===== config.mk =====
export PLATFORM = sky130hd
export DESIGN_NAME = uart_tx_fifo
export DESIGN_NICKNAME = d
export VERILOG_FILES = /design/src/rtl/uart_tx_fifo.sv
export SDC_FILE = /design/constraint.sdc
export NUM_CORES = 1
export LEC_CHECK = 0
export BUFFER_PORTS_ARGS = -buffer_cell sky130_fd_sc_hd__buf_2
export CAP_MARGIN = 40
export CORE_MARGIN = 2
export CORE_UTILIZATION = 50
export CTS_CLUSTER_SIZE = 8
export DETAILED_ROUTE_END_ITERATION = 10
export PLACE_DENSITY = 0.66
export SETUP_SLACK_MARGIN = 0.15
export SYNTH_ARGS = -nofsm -noshare
export SYNTH_HDL_FRONTEND = slang
export SYNTH_SLANG_ARGS = --single-unit

===== constraint.sdc =====
create_clock -name clk -period 3.7 [get_ports clk]
set_clock_uncertainty 0.2 [all_clocks]
set_input_delay 0.74 -clock clk [delete_from_list [all_inputs] [get_ports clk]]
set_output_delay 0.74 -clock clk [all_outputs]
set_load 0.02 [all_outputs]

===== src/rtl/uart_tx_fifo.sv =====
// uart_tx_fifo: byte FIFO draining into an 8N1 serial transmitter, LSB first.
// Define UART_TX_PARITY_EN to insert an even-parity bit between the data and stop bits.
module uart_tx_fifo #(
    parameter int CLKS_PER_BIT = 868,
    parameter int FIFO_DEPTH   = 16,
    parameter int CNT_W        = 5
) (
    input  logic             clk,
    input  logic             rst_n,
    input  logic             wr_en,
    input  logic [7:0]       wr_data,
    input  logic             clr_ovf,
    output logic             uart_rxd_out,
    output logic             fifo_full,
    output logic             fifo_empty,
    output logic [CNT_W-1:0] fifo_count,
    output logic             tx_busy,
    output logic             overflow
);
    localparam int AW = $clog2(FIFO_DEPTH);
    localparam int BW = $clog2(CLKS_PER_BIT);

`ifdef UART_TX_PARITY_EN
    typedef enum logic [2:0] {IDLE, START, DATA, PARITY, STOP} state_t;
`else
    typedef enum logic [1:0] {IDLE, START, DATA, STOP} state_t;
`endif

    state_t        state;
    logic [7:0]    mem [FIFO_DEPTH];
    logic [AW-1:0] wptr, rptr;
    logic [7:0]    shift;
    logic [2:0]    bit_idx;
    logic [BW-1:0] baud;
    logic          pop, push, bit_done;
`ifdef UART_TX_PARITY_EN
    logic          par;
`endif

    assign fifo_full  = fifo_count == CNT_W'(FIFO_DEPTH);
    assign fifo_empty = fifo_count == '0;
    assign pop        = state == IDLE && !fifo_empty;
    // A pop in the same cycle frees a slot, so a full FIFO still accepts the write
    assign push       = wr_en && (!fifo_full || pop);
    assign bit_done   = baud == BW'(CLKS_PER_BIT - 1);
    assign tx_busy    = state != IDLE || !fifo_empty;

    // Storage array, written only on accepted pushes
    always_ff @(posedge clk)
        if (push) mem[wptr] <= wr_data;

    // Pointers, occupancy and sticky overflow (a dropped write beats a clear)
    always_ff @(posedge clk or negedge rst_n)
        if (!rst_n) begin
            wptr       <= '0;
            rptr       <= '0;
            fifo_count <= '0;
            overflow   <= 1'b0;
        end else begin
            wptr       <= wptr + AW'(push);
            rptr       <= rptr + AW'(pop);
            fifo_count <= fifo_count + CNT_W'(push) - CNT_W'(pop);
            overflow   <= (wr_en && !push) || (overflow && !clr_ovf);
        end

    // Serial engine; the line is registered from the current state and trails it by one cycle
    always_ff @(posedge clk or negedge rst_n)
        if (!rst_n) begin
            state        <= IDLE;
            shift        <= '0;
            bit_idx      <= '0;
            baud         <= '0;
            uart_rxd_out <= 1'b1;
`ifdef UART_TX_PARITY_EN
            par          <= 1'b0;
`endif
        end else begin
            baud <= (state == IDLE || bit_done) ? '0 : baud + 1'b1;
            case (state)
                IDLE: if (pop) begin
                    shift <= mem[rptr];
`ifdef UART_TX_PARITY_EN
                    par   <= ^mem[rptr];
`endif
                    state <= START;
                end
                START: if (bit_done) begin
                    bit_idx <= '0;
                    state   <= DATA;
                end
                DATA: if (bit_done) begin
                    shift   <= shift >> 1;
                    bit_idx <= bit_idx + 1'b1;
`ifdef UART_TX_PARITY_EN
                    if (bit_idx == 3'd7) state <= PARITY;
`else
                    if (bit_idx == 3'd7) state <= STOP;
`endif
                end
`ifdef UART_TX_PARITY_EN
                PARITY: if (bit_done) state <= STOP;
`endif
                STOP: if (bit_done) state <= IDLE;
                default: state <= IDLE;
            endcase
`ifdef UART_TX_PARITY_EN
            uart_rxd_out <= state == START ? 1'b0 : state == DATA ? shift[0] : state == PARITY ? par : 1'b1;
`else
            uart_rxd_out <= state == START ? 1'b0 : state == DATA ? shift[0] : 1'b1;
`endif
        end
endmodule


### Word level (Yosys, flattened, before mapping)

Memory sizes are Yosys's and may differ from the RTL's.
Cells that the tools add are included.

| word-level totals | value |
|---|---|
| bits in registers | 38 |
| RAM bits | 128 |
| input port bits | 12 |
| output and inout port bits | 10 |
| word-level logic and storage cells | 64 |
| memories kept | 1 |

Memory list:

| memory | words | width | read ports | clocked after Yosys merged registers in | wr ports | line | source |
|---|---|---|---|---|---|---|---|
| mem | 16 | 8 | 1 | 0 | 1 | 30 | `logic [7:0] mem [FIFO_DEPTH];` |

| cells by class | value |
|---|---|
| add/subtract/negate cells | 6 |
| equal/unequal tests | 11 |
| multiplexer cells | 17 |
| reduce and logical (&&, ||, !) cells | 20 |

Operators by type and width:

| kind | count |
|---|---|
| $mux 8 | 2 |
| $pmux 8 s2 | 1 |
| $add 10x1->10 const B | 1 |
| $eq 10x10->1 const B | 1 |
| $mux 10 | 1 |
| $mux 2 | 5 |
| $ne 2x2->1 const B | 5 |
| $add 4x1->4 | 2 |
| $pmux 2 s4 | 1 |
| $mux 3 | 2 |
| $pmux 3 s2 | 1 |
| $reduce_and 3->1 | 2 |
| $reduce_bool 2->1 | 3 |
| $add 5x1->5 | 1 |
| $eq 5x5->1 const B | 1 |
| $logic_not 5->1 | 1 |
| $reduce_and 5->1 | 1 |
| $sub 5x1->5 | 1 |
| $eq 2x2->1 const B | 2 |
| $logic_and 1x1->1 | 4 |
| $logic_not 1->1 | 4 |
| $logic_or 1x1->1 | 4 |
| $mux 1 | 4 |
| $add 3x1->3 const B | 1 |
| other kinds (3) | 3 |

### Depth between registers and ports, before layout

| logic depth | value |
|---|---|
| depth in word-level cells | 8 |
| depth in mapped cells | 12 |
| depth with buffers taken out | 12 |

### Least setup slack after synthesis

Ideal clock, no wire load.

| timing path | value |
|---|---|
| path kind | reg2reg |
| from | reg fifo_count[3] |
| to | reg fifo_count[4] |
| library setup time | 0.123 ns |
| data arrival time | 2.434 ns |
| required time | 3.377 ns |
| slack | 0.943 ns |
| cell stages (with the launch flop) | 13 |
| clock period less this slack | 2.757 ns |
| path through | dfrtp_1 inv_1 ha_1 nor4b_4 nand2b_1 nand2b_1 o21ai_0 ha_1 fa_1 a21oi_1 nor2_1 nor2_1 xnor2_1 |

| on the way | value |
|---|---|
| word-level cells in the longest chain between the ends | 7 |
| elaborated cells between the ends (all ways) | 9 |

Ends and longest elaborated chain:

| element | line | source |
|---|---|---|
| from (decl) | 16 | `output logic [CNT_W-1:0] fifo_count,` |
| from (signal assigned) | 62 | `fifo_count <= fifo_count + CNT_W'(push) - CNT_W'(pop);` |
| $logic_not 5->1 (*) | 41 | `assign fifo_empty = fifo_count == '0;` |
| named net fifo_empty | 15 | `output logic fifo_empty,` |
| $logic_not 1->1 (*) | 42 | `assign pop = state == IDLE && !fifo_empty;` |
| $logic_and 1x1->1 (*) | 42 |  |
| $logic_or 1x1->1 | 44 | `assign push = wr_en && (!fifo_full \|\| pop);` |
| $logic_and 1x1->1 | 44 |  |
| $add 5x1->5 | 62 |  |
| $sub 5x1->5 (*) | 62 |  |

The timed path passes the listed nets; every way through them passes the cells marked *.
A chain may end at the register's enable or synchronous reset.

### Worst setup path in the final report

| timing path | value |
|---|---|
| from | reg state[0] |
| to | reg shift[7] |

| on the way | value |
|---|---|
| word-level cells in the longest chain between the ends | 4 |
| elaborated cells between the ends (all ways) | 8 |

Ends and longest elaborated chain:

| element | line | source |
|---|---|---|
| from (decl) | 29 | `state_t state;` |
| from (signal assigned) | 69 | `state <= IDLE;` |
| from (signal assigned) | 85 | `state <= START;` |
| from (signal assigned) | 89 | `state <= DATA;` |
| $logic_not 2->1 | 42, 79 |  |
| $logic_and 1x1->1 | 42 |  |
| $ne 2x2->1 (no source line) | - |  |
| $reduce_and 3->1 (no source line) | - |  |
| to (signal assigned) | 81 | `shift <= mem[rptr];` |
| to (signal assigned) | 92 | `shift <= shift >> 1;` |
| to (decl) | 32 | `logic [7:0] shift;` |

Parallel ways exist; a longest one is shown, timed or not.

==> reports/metrics.cfg <==
[grt]
grt_first_pass_wirelength_um=19600
vias_in_the_first_global_route=3524
groute.layer.met2.usage=0.297
top_usage_layer=met2
globalRoute.totalOverflow=0
use_met1=0.253
met3_usage=0.0531
largest_net_degree_at_the_start_of_global_routing=35
gr_util_all_layers=0.185
grt_antenna_before_repair=0

[worst_setup_path]
crit_type=register to register
path_max_fanout=23
cp.arrival_ns=3.15
worst_setup_path_start_kind=register
endpoint_kind=register
worst_r2r_endpoint=shift[7]
worst-r2r-setup-slack_ns=0.65
worst-r2r-cell-count=6
critPathRequiredTime_ns=3.80
r2r_start=state[0]

[cells_and_area]
instances_no_fill=609
final_core_utilization=0.583
final.fill_count=1016
antennaDiodeCount=0
flow.area_growth_from_synthesis_pct=13.4
layout-drive-gt1-share=0.240
finalNetCount=450
final-seq-area_um2=4800
combined_area_of_the_multi_input_logic_cells_um2=1900

[run_status]
status=complete, no violations

[timing]
setup_total_negative_slack_ns=0
hold_viol=0
timing_worst_slew_pin_value_ns=0.799
clock.fmax_mhz=327
setup_viol=0
finalWorstSetupSlack_ns=0.646
timing.final.max_slew_violations=0
rsz0062_at_grt=false
fin_crit_ns=3.05
fin_crit_sh=0.825
worst_slew_margin_rel=0.466

[clock_tree]
h_tree_lvl_count=4
post_cts.repair.setup_buffers=0
clockRootBuffer=sky130_fd_sc_hd__clkbuf_16
tritoncts=built
clock_sink_count=166
path_clk_slew_ns=0.07
post_cts_resize_count=0
worstSkewPairLatency_ns=0.42
cts_hold_buf=0
cts_made_buffers=17
cts-root-to-sink-buffers=2

[placed_design]
numPlacedInstances=577
finalWeightedCongestion=0.781
place.port_buffers=21
dp_slack_ns=0.670
dp_hpwl_um=7800

[logic_synthesis]
synth-edff-count=128
synth_cell_type_count=46
postSynthRegisterBits=166
synth.net_count=420
avgSynthCellArea_um2=17.5
synth.cell_area_um2=6840
synthesized_instance_count=390
seq_area_frac_synth=0.702
dominantRegCellSynth=sky130_fd_sc_hd__edfxtp_1
ys_warn_count=0
asyncSetResetFlopFracSynth=0.229

[floorplan]
initial_utilization=0.514
core_area_um2=13300
total_number_of_placement_rows=42
fp.dieW_um=121
die_height_um=121
ioPinCount=22
die_area_um2=14600

[routing]
drt_drc_violations_left=0
detailroute.via_count=3437
postRouteWirelength_um=12100
drt_iter0_drc=250
post_drt_wl_per_cell_um=19.9
vias_per_cell=5.64
drt_pass1_iterations=5
drt.antenna.violating_nets=0

[job]
maximum_capacitance_violations=0

[pwr]
vdd_drop_max_uv=542
total_power_mw=4.59
power_density_nw_per_um2=592
leakage_nw=2.86

[min_path]
worst_hold_path_type=input port to asynchronous set/reset pin

critical path: stages (launching register included):
cell,delay (ns)
sky130_fd_sc_hd__dfrtp_1,0.41
sky130_fd_sc_hd__inv_1,0.14
sky130_fd_sc_hd__ha_1,0.67
sky130_fd_sc_hd__inv_1,0.22
sky130_fd_sc_hd__o41ai_4,0.58
sky130_fd_sc_hd__and2_1,0.38
sky130_fd_sc_hd__mux2_4,0.33
cells by family (layout without fill, tap and decap cells):
group	Yosys count	count (layout)	share of synthesized area
compound gates	44	44	0.0485
xor+xnor	16	16	0.0205
fa+ha+maj	18	18	0.0340
buf+inv	32	75	0.0209
flops	166	166	0.702
mux	35	35	0.111
simple gates	79	79	0.0639
placed cells by master, fill, tap and decap left out, types with 2 or more instances in the layout:
cell type / n
sky130_fd_sc_hd__clkinvlp_4: 2
sky130_fd_sc_hd__o21ai_0: 3
sky130_fd_sc_hd__inv_6: 5
sky130_fd_sc_hd__dfrtp_1: 36
sky130_fd_sc_hd__mux4_2: 32
sky130_fd_sc_hd__nand3_1: 13
sky130_fd_sc_hd__a32o_1: 2
sky130_fd_sc_hd__and2_1: 2
sky130_fd_sc_hd__ha_1: 17
sky130_fd_sc_hd__buf_4: 7
sky130_fd_sc_hd__nor2_1: 26
sky130_fd_sc_hd__a22oi_1: 16
sky130_fd_sc_hd__and3_1: 2
sky130_fd_sc_hd__xnor2_1: 6
sky130_fd_sc_hd__clkinv_2: 2
sky130_fd_sc_hd__a21oi_1: 11
sky130_fd_sc_hd__nand3b_1: 2
sky130_fd_sc_hd__nand2_1: 11
sky130_fd_sc_hd__nand4_1: 2
sky130_fd_sc_hd__nor3_1: 5
sky130_fd_sc_hd__a21o_1: 2
sky130_fd_sc_hd__nor2b_1: 2
sky130_fd_sc_hd__xor2_1: 10
sky130_fd_sc_hd__clkbuf_16: 17
sky130_fd_sc_hd__inv_8: 5
sky130_fd_sc_hd__o22a_1: 7
sky130_fd_sc_hd__buf_2: 21
sky130_fd_sc_hd__inv_1: 13
sky130_fd_sc_hd__edfxtp_1: 128
sky130_fd_sc_hd__nand2b_1: 4
stage by stage:
| step | cell area, um2 | hold slack [ns] |
|---|---|---|
| after global routing | 7750 | 0.103 |
| after CTS | 7750 | 0.0767 |
| after detailed placement | 7170 | 0.285 |
| final | 7750 | 0.0788 |
| after global placement | 7140 | 0.275 |
| after floorplan | 6840 | 0.244 |
final cells by class:
type	count	share of cell area
clock buffer	17	0.0549
clock inverter	15	0.0200
inverter	13	0.00630
multi-input combinational	192	0.245
sequential	166	0.619
tap	176	0.0284
timing repair buffer	30	0.0265
state kept, by name, summed over array words and instances, names as in the netlist:
name	count
rptr	4
baud	10
mem	128
shift	8
wptr	4
overflow	1
uart_rxd_out	1
fifo_count	5
state	2
bit_idx	3
synthesized netlist by cell type, types with 2 or more instances:
library cell,number,share of area
sky130_fd_sc_hd__clkbuf_2,2,0.0015
sky130_fd_sc_hd__nand4_1,2,0.0018
sky130_fd_sc_hd__xor2_1,10,0.013
sky130_fd_sc_hd__and3_1,2,0.0018
sky130_fd_sc_hd__o22a_1,7,0.0090
sky130_fd_sc_hd__ha_1,17,0.031
sky130_fd_sc_hd__xnor2_1,6,0.0077
sky130_fd_sc_hd__mux4_2,32,0.11
sky130_fd_sc_hd__a22oi_1,16,0.018
sky130_fd_sc_hd__nand2_1,11,0.0060
sky130_fd_sc_hd__edfxtp_1,128,0.56
sky130_fd_sc_hd__nor2_1,26,0.014
sky130_fd_sc_hd__o21ai_0,3,0.0022
sky130_fd_sc_hd__a32o_1,2,0.0029
sky130_fd_sc_hd__nand3_1,13,0.0095
sky130_fd_sc_hd__buf_6,2,0.0033
sky130_fd_sc_hd__nor3_1,5,0.0037
sky130_fd_sc_hd__nor2b_1,2,0.0018
sky130_fd_sc_hd__a21o_1,2,0.0022
sky130_fd_sc_hd__inv_1,13,0.0071
sky130_fd_sc_hd__nand2b_1,4,0.0037
sky130_fd_sc_hd__clkbuf_1,10,0.0055
sky130_fd_sc_hd__a21oi_1,11,0.0081
sky130_fd_sc_hd__nand3b_1,2,0.0022
sky130_fd_sc_hd__and2_1,2,0.0018
sky130_fd_sc_hd__buf_2,4,0.0029
sky130_fd_sc_hd__dfrtp_1,37,0.14
report_power, final:
part | total [mW] | switching (mW) | leakage (nW) | internal (mW)
Combinational | 0.542 | 0.326 | 0.947 | 0.216
Clock | 1.72 | 0.762 | 0.285 | 0.957
Sequential | 2.33 | 0.109 | 1.62 | 2.22
worst max-delay path by stage:
stage | from | to | slack (ns)
5_1_grt | state[0] | shift[7] | 0.41
3_3_place_gp | fifo_count[2] | fifo_count[4] | 0.80
6_report | state[0] | shift[7] | 0.65
4_1_cts | state[0] | shift[7] | 0.66
3_5_place_dp | state[0] | shift[7] | 0.67
2_1_floorplan | fifo_count[3] | fifo_count[4] | 0.94
metal layers:
metal  wire length, um  up-vias
met5                 0        -
met4               101        0
met3               636        9
met2              6000       71
met1              5400     1773
li1                  -     1584
Note: power is estimated with default switching activity, not from simulation.
